===== src/rtl/interrupt_arbiter_pkg.sv =====
// rtl/interrupt_arbiter_pkg.sv - shared FSM encodings and requester indices for the interrupt arbiter
package interrupt_arbiter_pkg;

   typedef enum logic [2:0] {
      ST_IDLE  = 3'b001,
      ST_ISSUE = 3'b010,
      ST_GAP   = 3'b100
   } arb_state_t;

   localparam int REQ_RX        = 0;
   localparam int REQ_TX        = 1;
   localparam int GAP_W_DEFAULT = 16;

endpackage


===== src/rtl/interrupt_gap_timer.sv =====
// rtl/interrupt_gap_timer.sv - down-counter that holds the arbiter in GAP for load_val+1 counting cycles
module interrupt_gap_timer #(
   parameter int GAP_W = 16
) (
   input  logic             clk,
   input  logic             reset,
   input  logic             load,
   input  logic [GAP_W-1:0] load_val,
   input  logic             count,
   output logic             done
);

   logic [GAP_W-1:0] r_cnt;

   always_ff @(posedge clk or posedge reset) begin
      if (reset) begin
         r_cnt <= '0;
      end else if (load) begin
         r_cnt <= load_val;
      end else if (count && (r_cnt != '0)) begin
         r_cnt <= r_cnt - 1'b1;
      end
   end

   // done fires on the counting cycle that sees zero, so a zero load still yields one cycle
   assign done = count && (r_cnt == '0);

endmodule


===== src/rtl/interrupt_arbiter.sv =====
// rtl/interrupt_arbiter.sv - round-robin arbiter merging Rx/Tx interrupt requests onto one core interrupt
module interrupt_arbiter
   import interrupt_arbiter_pkg::*;
#(
   parameter int GAP_W = GAP_W_DEFAULT
) (
   input  logic             clk,
   input  logic             reset,
   input  logic             rx_interrupt_n,
   output logic             rx_interrupt_rdy_n,
   input  logic             tx_interrupt_n,
   output logic             tx_interrupt_rdy_n,
   output logic             cfg_interrupt_n,
   input  logic             cfg_interrupt_rdy_n,
   input  logic [GAP_W-1:0] min_gap,
   output logic             grant_tx,
   output logic             busy,
   output logic [31:0]      interrupt_count
);

   arb_state_t  r_state;
   arb_state_t  w_state_nxt;
   logic        r_cfg_int_n;
   logic        r_rx_rdy_n;
   logic        r_tx_rdy_n;
   logic        r_grant_tx;
   logic        r_last_tx;
   logic        r_busy;
   logic [31:0] r_int_count;

   logic w_cfg_int_n_nxt;
   logic w_rx_rdy_n_nxt;
   logic w_tx_rdy_n_nxt;
   logic w_grant_tx_nxt;
   logic w_last_tx_nxt;
   logic w_accept;
   logic w_gap_done;
   logic w_rx_req;
   logic w_tx_req;

   assign w_rx_req = ~rx_interrupt_n;
   assign w_tx_req = ~tx_interrupt_n;

   always_comb begin
      w_state_nxt     = r_state;
      w_cfg_int_n_nxt = r_cfg_int_n;
      w_rx_rdy_n_nxt  = 1'b1;
      w_tx_rdy_n_nxt  = 1'b1;
      w_grant_tx_nxt  = r_grant_tx;
      w_last_tx_nxt   = r_last_tx;
      w_accept        = 1'b0;
      case (r_state)
         ST_IDLE: begin
            if (w_rx_req || w_tx_req) begin
               // on a tie, Tx wins only when Rx was served last
               w_grant_tx_nxt  = w_tx_req && (!w_rx_req || !r_last_tx);
               w_cfg_int_n_nxt = 1'b0;
               w_state_nxt     = ST_ISSUE;
            end
         end
         ST_ISSUE: begin
            if (!cfg_interrupt_rdy_n) begin
               w_accept        = 1'b1;
               w_cfg_int_n_nxt = 1'b1;
               w_rx_rdy_n_nxt  = r_grant_tx;
               w_tx_rdy_n_nxt  = ~r_grant_tx;
               w_last_tx_nxt   = r_grant_tx;
               w_state_nxt     = ST_GAP;
            end
         end
         ST_GAP: begin
            if (w_gap_done) begin
               w_state_nxt = ST_IDLE;
            end
         end
         default: begin
            w_cfg_int_n_nxt = 1'b1;
            w_state_nxt     = ST_IDLE;
         end
      endcase
   end

   always_ff @(posedge clk or posedge reset) begin
      if (reset) begin
         r_state     <= ST_IDLE;
         r_cfg_int_n <= 1'b1;
         r_rx_rdy_n  <= 1'b1;
         r_tx_rdy_n  <= 1'b1;
         r_grant_tx  <= 1'b0;
         r_last_tx   <= 1'b0;
         r_busy      <= 1'b0;
      end else begin
         r_state     <= w_state_nxt;
         r_cfg_int_n <= w_cfg_int_n_nxt;
         r_rx_rdy_n  <= w_rx_rdy_n_nxt;
         r_tx_rdy_n  <= w_tx_rdy_n_nxt;
         r_grant_tx  <= w_grant_tx_nxt;
         r_last_tx   <= w_last_tx_nxt;
         r_busy      <= (w_state_nxt != ST_IDLE);
      end
   end

   always_ff @(posedge clk or posedge reset) begin
      if (reset) begin
         r_int_count <= '0;
      end else if (w_accept) begin
         r_int_count <= r_int_count + 32'd1;
      end
   end

   interrupt_gap_timer #(
      .GAP_W (GAP_W)
   ) u_gap_timer (
      .clk      (clk),
      .reset    (reset),
      .load     (w_accept),
      .load_val (min_gap),
      .count    (r_state == ST_GAP),
      .done     (w_gap_done)
   );

   assign cfg_interrupt_n    = r_cfg_int_n;
   assign rx_interrupt_rdy_n = r_rx_rdy_n;
   assign tx_interrupt_rdy_n = r_tx_rdy_n;
   assign grant_tx           = r_grant_tx;
   assign busy               = r_busy;
   assign interrupt_count    = r_int_count;

endmodule


===== config.mk =====
export PLATFORM = sky130hd
export DESIGN_NAME = interrupt_arbiter
export DESIGN_NICKNAME = d
export VERILOG_FILES = /design/src/rtl/interrupt_arbiter_pkg.sv /design/src/rtl/interrupt_gap_timer.sv /design/src/rtl/interrupt_arbiter.sv
export SDC_FILE = /design/constraint.sdc
export NUM_CORES = 1
export LEC_CHECK = 0
export ABC_AREA = 0
export CAP_MARGIN = 20
export CORE_MARGIN = 2
export CORE_UTILIZATION = 53
export CTS_BUF_LIST = sky130_fd_sc_hd__clkbuf_2
export DETAILED_ROUTE_END_ITERATION = 12
export PLACE_DENSITY_LB_ADDON = 0.1
export SYNTH_ARGS = -nofsm -noshare
export SYNTH_HDL_FRONTEND = slang
export SYNTH_SLANG_ARGS = --single-unit
export TNS_END_PERCENT = 10

===== constraint.sdc =====
create_clock -name clk -period 2.5 [get_ports clk]
set_clock_uncertainty 0.2 [all_clocks]
set_input_delay 0.5 -clock clk [delete_from_list [all_inputs] [get_ports clk]]
set_output_delay 0.5 -clock clk [all_outputs]
set_load 0.05 [all_outputs]

==> summary.txt, run 1 <==
Status
  • Status: finished clean

Clock tree
  • CTS max path bufs: 2
  • Root Driver: clkbuf_2
  • CTS buffer count: 9
  • Worst skew pair latency: roughly 460 ps
  • Post CTS Setup Buffer Count: 0
  • CTS hold repair buffers: 0
  • CTS H-tree depth: 3
  • Sink Count: 57
  • CTS resizes: 4
  • Clock transition at path regs: 160 ps
  • CTS tree: built

Critical path
  • Setup Crit Path Kind: flop to output port
  • Data arrival, critical path: 1730 ps
  • Worst path cell trace: clkdlybuf4s50_1
  • Worst Path Required: 1800 ps
  • Delay-heaviest family, CP: buffers and inverters
  • Slowest stage cell, crit path: clkdlybuf4s50_1
  • Critical path fanouts, max: 5
  • CP bufs+invs: 1
  • Crit end category: output port
  • CP max stage delay: 840 ps
  • Startpoint types: flop

Yosys
  • YS warnings: 0
  • Post-Syn Nets: 288
  • Yosys reg bits: 57
  • Netlist cell types: 46
  • Synthesized cell area: 0.00279 mm2
  • Number of synthesized flops with an enable pin: 0
  • Mapped Cells: 264
  • Syn Area/Cell: 10.6 um2
  • Ys flop type: dfrtp_1
  • Seq/Total Area, Yosys: 51.2%
  • FFs w/ async S/R, synth: 100%

STA
  • RSZ-0062 raised after global routing: false
  • Max Slew Vio Count: 0
  • Slew HR: 64.1%
  • Worst slew pin tran: roughly 540 ps
  • Final period utilization: 97.2%
  • Final hold violations: 0
  • Setup violations, final: 0
  • Max frequency: 411 MHz
  • Crit path time final: 2430 ps

Detailed routing
  • Max Used Layer: met4
  • 1st-iter DRT viols: approximately 80
  • Drt pass-1 iters: 4
  • WL met1: 2720 um
  • Via count: 2,135
  • Vias/cell: 5.16
  • Final antenna-violating net count: 0
  • Detailed Route WL: 5670 um
  • Routed length per instance: 13.7 um
  • Met2 WL: 2600 um
  • Drt drc: 0
  • Met3 WL post-DR: 246 um

Power and ir drop
  • Pwr Density: 761 mW/mm2
  • Leakage: about 0.0017 uW
  • Peak VDD IR: 841 uV
  • Tot Pwr: 2760 uW

Placement
  • Port buffer count: 57
  • Post-DP Area: between 0.003 and 0.004 mm2
  • Post-Place Cells: 398
  • Detailed placer's ending HPWL: 4020 um
  • Gpl congestion: 0.770

Layout
  • Area occupied by registers: 0.00143 mm2
  • Layout fillers: ~430
  • Fin cells: between 400 and 500
  • Fin area: 0.00363 mm2
  • Final nets: 363
  • Antenna diode count: 0
  • Multi-input gate area: 0.00131 mm2
  • Share of cells above drive strength 1: around 14%
  • Layout area overhead: 30.0%

Die
  • Die width: 76.6 um
  • Rows: 26
  • Die extent in y: 76.6 um
  • Top-Level Pins: slightly below 60
  • Initial Utilization: 54.7%
  • Die area: roughly 0.006 mm2
  • Core area: approximately 0.0051 mm2

Global routing
  • Pin count of the biggest net entering global routing: 58
  • Grt total ovfl: 0
  • Vias in the first global route: 2,128
  • Global-route wire length before repair: between 9000 and 10,000 um
  • GRT Overall Usage: 21.5%
  • Antenna violations before repair: 0

Job
  • Max cap viols: 0

Worst hold path
  • Type of the most critical hold path: input port to async pin
cells by family (layout without fill, tap and decap cells):
family	count (synthesis)	count (layout)	synth area share, %
simple gates	122	122	25.4
flops	57	57	51.2
xor+xnor	43	43	13.5
compound gates	28	28	6.76
buf+inv	11	91	1.79
fa+ha+maj	3	3	1.34
Yosys cell counts, types with 2 or more instances:
| cell | count | area share, % |
|---|---|---|
| and4_1 | 3 | 0.94 |
| and3_1 | 3 | 0.67 |
| xnor2_1 | 29 | 9.1 |
| nor2b_1 | 2 | 0.45 |
| a211oi_1 | 2 | 0.54 |
| o211ai_1 | 2 | 0.54 |
| nor4_2 | 2 | 0.90 |
| nor3_1 | 2 | 0.36 |
| dfrtp_1 | 53 | 47 |
| nor3_2 | 2 | 0.72 |
| nor4b_4 | 2 | 1.7 |
| or2_2 | 2 | 0.45 |
| nand4b_1 | 3 | 0.94 |
| nand3_1 | 19 | 3.4 |
| clkbuf_1 | 3 | 0.40 |
| nand2_1 | 32 | 4.3 |
| xor2_1 | 14 | 4.4 |
| nand2b_1 | 4 | 0.90 |
| o21ai_1 | 9 | 1.6 |
| nor2_1 | 23 | 3.1 |
| a21oi_1 | 8 | 1.4 |
| inv_1 | 5 | 0.67 |
| and2_1 | 3 | 0.67 |
| dfstp_2 | 4 | 3.8 |
| ha_1 | 3 | 1.3 |
| nand4_1 | 10 | 2.2 |
layout by cell type, fill, tap and decap left out, drive strengths merged, types with 4 or more instances in the layout:
master | synthesis | layout
a21oi | 8 | 8
buf | 3 | 13
clkbuf | 3 | 11
clkdlybuf4s50 | 0 | 42
clkinv | 0 | 5
dfrtp | 53 | 53
dfstp | 4 | 4
dlygate4sd2 | 0 | 4
dlymetal6s2s | 0 | 11
inv | 5 | 5
nand2 | 32 | 32
nand2b | 4 | 4
nand3 | 19 | 19
nand4 | 11 | 11
nor2 | 23 | 23
nor3 | 4 | 4
o21ai | 10 | 10
xnor2 | 29 | 29
xor2 | 14 | 14
per-layer routing:
| layer | up-vias | global-route usage, % |
|---|---|---|
| li1 | 1064 | - |
| met5 | - | 0 |
| met3 | 8 | 4.98 |
| met2 | 47 | 33.6 |
| met4 | 0 | 9.27 |
| met1 | 1016 | 28.9 |
per-stage QoR:
stage | setup slack (ps) | utilization [%] | hold slack, ps | setup TNS (ps)
floorplan | 258 | - | 248 | 0
global placement | 15.4 | 69.1 | 262 | 0
detailed placement | -8.99 | 69.1 | 268 | -8.99
CTS | 17.0 | 70.6 | 191 | 0
global route | 1.32 | 71.1 | 193 | 0
finish | 69.1 | 71.1 | 187 | 0
sequential cells by signal (all words and copies together), names as in the netlist:
register	flops
r_state	3
interrupt_count	32
cfg_interrupt_n	1
grant_tx	1
r_last_tx	1
rx_interrupt_rdy_n	1
tx_interrupt_rdy_n	1
u_gap_timer.r_cnt	16
busy	1
power by group:
part / switching, uW / internal, uW / total, uW
clock network: 333 / 128 / 461
registers: 231 / 1150 / 1380
logic: 528 / 397 / 925
total: 1090 / 1670 / 2760
layout make-up:
type	count	share of cell area, %
timing repair buffer	70	19.4
clock buffer	11	1.52
tap	70	2.41
sequential	57	39.4
inverter	5	0.517
clock inverter	5	0.620
multi-input combinational	196	36.1
path summary, 6_finish.rpt:
path	start	to	slack (ps)	depth (start not counted)
worst max-delay path	interrupt_count[11]	interrupt_count[11]	70	1
worst min-delay path	reset	u_gap_timer.r_cnt[3]	190	3
worst max register to register	u_gap_timer.r_cnt[2]	u_gap_timer.r_cnt[13]	250	6
worst min register to register	interrupt_count[31]	interrupt_count[31]	280	1
max in group asynchronous	reset	rx_interrupt_rdy_n	1610	3
min in group clk	interrupt_count[31]	interrupt_count[31]	280	1
worst min-delay path: stages:
cell and delay, ps:
clkdlybuf4s50_1 410, inv_2 70, buf_12 280
No activity file was read; power rests on OpenSTA's default activity.
==> inputs of run 2 (changes only) <==
==> constraint.sdc (replaced) <==
create_clock -name clk -period 2.25 [get_ports clk]
set_clock_uncertainty 0.2 [all_clocks]
set_input_delay 0.45 -clock clk [delete_from_list [all_inputs] [get_ports clk]]
set_output_delay 0.45 -clock clk [all_outputs]
set_load 0.05 [all_outputs]
==> summary.txt, run 2 (synthesis gave the netlist of run 1 again) <==
Status
  • Status: finished clean

Power and ir drop
  • Peak VDD IR: 767 uV (-8.8%)
  • Pwr Density: 894 mW/mm2 (+17%)
  • Tot Pwr: 3230 uW (+17%)
  • Leakage: 0.00165 uW (-2.4%)

Global routing
  • Antenna violations before repair: 0 (unchanged)
  • Grt total ovfl: 0 (unchanged)
  • Vias in the first global route: 2,213 (+4.0%)
  • Pin count of the biggest net entering global routing: 58 (unchanged)
  • GRT Overall Usage: 21.9% (+0.35 points)
  • Global-route wire length before repair: 10,200 um (+2.4%)

STA
  • Crit path time final: roughly 2200 ps
  • Max Slew Vio Count: 0 (unchanged)
  • Slew HR: 67.0% (+2.9 points)
  • Final hold violations: 0 (unchanged)
  • Max frequency: 464 MHz
  • Setup violations, final: 0 (unchanged)
  • Final period utilization: between 90% and 100%
  • Worst slew pin tran: 497 ps (-40.4 ps)
  • RSZ-0062 raised after global routing: true

Critical path
  • RR Endpoint: u_gap_timer.r_cnt[15]
  • Setup Crit Path Kind: flop to output port
  • CP max stage delay: 560 ps (-280 ps)
  • Critical path fanouts, max: 6 (+1)
  • Worst path cell trace: dlygate4sd2_1
  • Reg2reg path depth: 6 (unchanged)
  • Worst Path Required: 1600 ps (-200 ps)
  • Critical Path Source: interrupt_count[24]
  • Launch point of the worst reg-to-reg path: u_gap_timer.r_cnt[3]
  • Slowest stage cell, crit path: dlygate4sd2_1
  • Crit end category: output port
  • Delay-heaviest family, CP: buffers and inverters
  • Startpoint types: flop
  • CP bufs+invs: 1 (unchanged)
  • Reg2reg setup slack: 130 ps (-120 ps)
  • Data arrival, critical path: 1510 ps (-220 ps)

Clock tree
  • Sink Count: 57 (unchanged)
  • Root Driver: clkbuf_2
  • CTS max path bufs: 2 (unchanged)
  • Clock transition at path regs: 170 ps (about the same)
  • CTS tree: built
  • Post CTS Setup Buffer Count: 0 (unchanged)
  • CTS H-tree depth: 3 (unchanged)
  • CTS buffer count: 9 (unchanged)
  • Worst skew pair latency: 480 ps (+20 ps)

Placement
  • Detailed placer's ending HPWL: 4240 um (+5.3%)
  • Post-DP Area: 0.00353 mm2 (about the same)
  • Gpl congestion: 0.806 (+4.8%)
  • Port buffer count: 57 (unchanged)

Layout
  • Antenna diode count: 0 (unchanged)
  • Layout area overhead: 29.2%
  • Layout fillers: 411 (-4.9%)
  • Share of cells above drive strength 1: 17.9% (+4.0 points)
  • Final nets: 365 (+0.55%)
  • Fin area: 0.00361 mm2 (-0.55%)
  • Most frequent cells in the layout: dfrtp_1 (50), nand2_1 (32), dlygate4sd2_1 (30)
  • Commonest non-fill, non-tap cell in the layout: dfrtp_1
  • Max reg flops: 32 (unchanged)

Detailed routing
  • 1st-iter DRT viols: 104 (+28%)
  • Drt pass-1 iters: 5 (+1)
  • Final antenna-violating net count: 0 (unchanged)
  • Detailed Route WL: 5940 um (+4.7%)
  • Drt drc: 0 (unchanged)
  • Vias/cell: 5.24 (+1.6%)
  • Routed length per instance: 14.3 um (+4.2%)
  • Via count: 2,180 (+2.1%)

Die
  • Rows: 26 (unchanged)
  • Die width: 76.6 um (unchanged)
  • Die extent in y: 76.6 um (unchanged)
  • Die area: 0.00587 mm2 (unchanged)
  • Top-Level Pins: 58 (unchanged)
  • Core area: 0.00511 mm2 (unchanged)
  • Initial Utilization: 54.7% (unchanged)

Job
  • Max cap viols: 0 (unchanged)

Worst hold path
  • Type of the most critical hold path: input port to async pin
[run 2: routing by layer]
metal  routed length, um  up-vias  global-route usage [%]
li1                    -     1075                       -
met1                2680     1047                    27.1
met2                2920       50                    36.2
met3                 276        8                    6.64
met4                  66        0                    8.18
met5                   0        -                       0
[run 2: how the worst max path moves through the flow]
stage	to	slack (ps)	cells past startpoint
after floorplan	interrupt_count[27]	8	5
after global placement	interrupt_count[27]	-180	7
after detailed placement	interrupt_count[27]	-290	7
after CTS	interrupt_count[27]	50	6
after global routing	interrupt_count[27]	-2	6
final	interrupt_count[24]	90	1
[run 2: layout make-up]
type | count | area [um2] | area share [%]
inverters | 5 | 18.8 | 0.520
clock buffers | 9 | 45.0 | 1.25
well taps | 70 | 87.6 | 2.43
clock inverters | 7 | 70.1 | 1.94
flip-flops and latches | 57 | 1440 | 39.7
repair buffers | 72 | 641 | 17.7
multi-input cells | 196 | 1310 | 36.4
[run 2: report_power, final]
part | switching, uW | internal, uW
Combinational | 614 | 440
Sequential | 236 | 1280
Clock | 408 | 253
Total | 1260 | 1970
[run 2: stage by stage]
stage | worst slack [ps] | utilization (%) | instances | hold slack [ps] | setup TNS, ps
floorplan | 7.78 | - | 264 | 248 | 0
global placement | -182 | 69.1 | 400 | 262 | -2280
detailed placement | -291 | 69.1 | 400 | 278 | -3010
CTS | 46.2 | 70.6 | 416 | 105 | 0
global route | -2.24 | 70.7 | 416 | 119 | -2.24
finish | 92.8 | 70.7 | 416 | 127 | 0
[run 2: repair_timing]
action | 4_1_cts | 5_1_grt
pin swaps | 0 | 1
resized for setup | 30 | 4
cloned | 0 | 0
hold buffers | 0 | 0
setup endpoints to repair | 30 | 4
==> inputs of run 3 (changes only) <==
--- a/config.mk
+++ b/config.mk
@@ -7,11 +7,13 @@
 export LEC_CHECK = 0
 export ABC_AREA = 0
 export CAP_MARGIN = 20
+export CORE_ASPECT_RATIO = 1.4
 export CORE_MARGIN = 2
 export CORE_UTILIZATION = 53
 export CTS_BUF_LIST = sky130_fd_sc_hd__clkbuf_2
 export DETAILED_ROUTE_END_ITERATION = 12
 export PLACE_DENSITY_LB_ADDON = 0.1
+export SLEW_MARGIN = 5
 export SYNTH_ARGS = -nofsm -noshare
 export SYNTH_HDL_FRONTEND = slang
 export SYNTH_SLANG_ARGS = --single-unit
==> summary.txt, run 3 (synthesis gave the netlist of run 1 again) <==
Status
  • Status: finished clean

Detailed routing
  • Drt pass-1 iters: 5 (unchanged)
  • Vias/cell: 5.31 (+1.4%)
  • 1st-iter DRT viols: 103 (-0.96%)
  • Drt drc: 0 (unchanged)
  • Detailed Route WL: 5960 um (+0.29%)
  • Routed length per instance: 14.4 um (+0.53%)
  • Via count: 2,205 (+1.1%)
  • Final antenna-violating net count: 0 (unchanged)

Clock tree
  • CTS buffer count: 9 (unchanged)
  • CTS H-tree depth: 3 (unchanged)
  • Worst skew pair latency: 460 ps (-20 ps)
  • CTS tree: built
  • CTS max path bufs: 2 (unchanged)
  • Clock transition at path regs: 150 ps (-20 ps)
  • Root Driver: clkbuf_2
  • Sink Count: 57 (unchanged)

STA
  • Crit path time final: 2150 ps (-10.5 ps)
  • Slew HR: 67.1% (+0.12 points)
  • Max frequency: 466 MHz (+0.49%)
  • Final hold violations: 0 (unchanged)
  • Worst slew pin tran: 495 ps (-1.77 ps)
  • Post-route setup slack: 103 ps (+10.5 ps)
  • Fin Setup TNS: 0 ps (unchanged)
  • Setup violations, final: 0 (unchanged)
  • RSZ-0062 raised after global routing: true
  • Final period utilization: 95.4% (-0.47 points)
  • Max Slew Vio Count: 0 (unchanged)

Critical path
  • Critical path fanouts, max: 6 (unchanged)
  • Startpoint types: flop
  • Slowest stage cell, crit path: or4_4
  • Worst Path Required: 2440 ps (+840 ps)
  • CP max stage delay: 550 ps (about the same)
  • Worst path cell trace: or4_4 -> nor3b_4 -> buf_4 -> nand4_1 -> xor2_1 -> o21ai_1
  • Crit end category: flop
  • Data arrival, critical path: 2340 ps (+830 ps)
  • Setup Crit Path Kind: flop to flop

Layout
  • Layout area overhead: 29.2% (unchanged)
  • Most frequent cells in the layout: dfrtp_1 (52), nand2_1 (32), dlygate4sd2_1 (30)
  • Antenna diode count: 0 (unchanged)
  • Final nets: 368 (+0.82%)
  • Commonest non-fill, non-tap cell in the layout: dfrtp_1
  • Fin util: 70.5% (-0.17 points)
  • Fin area: 0.00361 mm2 (unchanged)
  • Share of cells above drive strength 1: 17.8% (-0.15 points)
  • Max reg flops: 32 (unchanged)

Die
  • Initial Utilization: 54.6% (-0.13 points)
  • Die area: 0.00588 mm2 (+0.13%)
  • Die extent in y: 89.9 um (+17%)
  • Core area: 0.00512 mm2 (+0.24%)
  • Die width: 65.4 um (-15%)
  • Rows: 31 (+19%)
  • Top-Level Pins: 58 (unchanged)

Global routing
  • Global-route wire length before repair: 10,000 um (-1.4%)
  • Vias in the first global route: 2,191 (-0.99%)
  • Grt total ovfl: 0 (unchanged)
  • Antenna violations before repair: 0 (unchanged)
  • Pin count of the biggest net entering global routing: 58 (unchanged)
  • GRT Overall Usage: 22.4% (+0.53 points)

Job
  • Max cap viols: 0 (unchanged)

Worst hold path
  • Type of the most critical hold path: input port to async pin

Placement
  • Post-DP Area: 0.00354 mm2 (+0.28%)
  • Port buffer count: 57 (unchanged)
  • Detailed placer's ending HPWL: 4330 um (+2.2%)
  • Pre-CTS WS: -317 ps (-25.7 ps)
  • Gpl congestion: 0.804 (-0.24%)

Power and ir drop
  • Leakage: 0.00167 uW (+1.1%)
  • Peak VDD IR: 467 uV (-39%)
  • Pwr Density: 859 mW/mm2 (-3.9%)
-- run 3: cell types whose count changed in the layout (fill, tap and decap cells not counted), sizes merged --
cell,before,now
clkinvlp,3,0
clkinv,2,5
inv,6,5
bufinv,1,0
buf,22,25
clkbuf,9,11
-- run 3: path summary, 6_finish.rpt --
| path | slack, ps | start | cells past startpoint | to |
|---|---|---|---|---|
| setup / recovery | 100 | u_gap_timer.r_cnt[2] | 6 | u_gap_timer.r_cnt[15] |
| hold / removal | 130 | reset | 3 | interrupt_count[12] |
| setup reg to reg | 100 | u_gap_timer.r_cnt[2] | 6 | u_gap_timer.r_cnt[15] |
| hold reg to reg | 270 | grant_tx | 1 | tx_interrupt_rdy_n |
| max in group asynchronous | 1420 | reset | 3 | r_state[0] |
| min in group clk | 270 | grant_tx | 1 | tx_interrupt_rdy_n |
-- run 3: repair_timing --
item / in CTS / in global routing
pin swaps: 0 / 6
gates resized for setup: 30 / 5
hold buffers: 0 / 0
setup endpoints to repair: 30 / 6
gates cloned: 0 / 0
setup buffers: 0 / 1
-- run 3: power by group --
group | internal, uW | total [uW] | switching (uW)
clock | 143 | 511 | 368
combinational | 458 | 1070 | 612
sequential | 1280 | 1520 | 245
total | 1880 | 3100 | 1230
-- run 3: worst max-delay path, delay by kind of cell, from the launching register on --
family                    cells  cell delay [ps]
DFF                           1              420
and+or+nand+nor               3              990
AOI/OAI and AO/OA             1              120
xor gates and xnor gates      1              170
buffers and inverters         1              190
-- run 3: area by class of cell --
cell class	count	area [um2]
clock buffer	11	55.1
clock inverter	5	22.5
fill	430	1510
inverter	5	18.8
multi-input combinational	196	1330
sequential	57	1430
tap	66	82.6
timing repair buffer	75	667
-- run 3: stage by stage --
step	cells	power (uW)	hold WS, ps
2_1_floorplan	264	2260	248
3_3_place_gp	398	2590	266
3_5_place_dp	398	2620	270
4_1_cts	414	3100	126
5_1_grt	415	3310	117
6_report	415	3100	126
-- run 3: metal layers --
metal | global-route usage, % | routed length (um) | vias to the layer above
met3 | 5.76 | 286 | 15
li1 | - | - | 1080
met1 | 26.5 | 2470 | 1061
met4 | 10.2 | 132 | 0
met5 | 0 | 0 | -
met2 | 37.6 | 3070 | 49
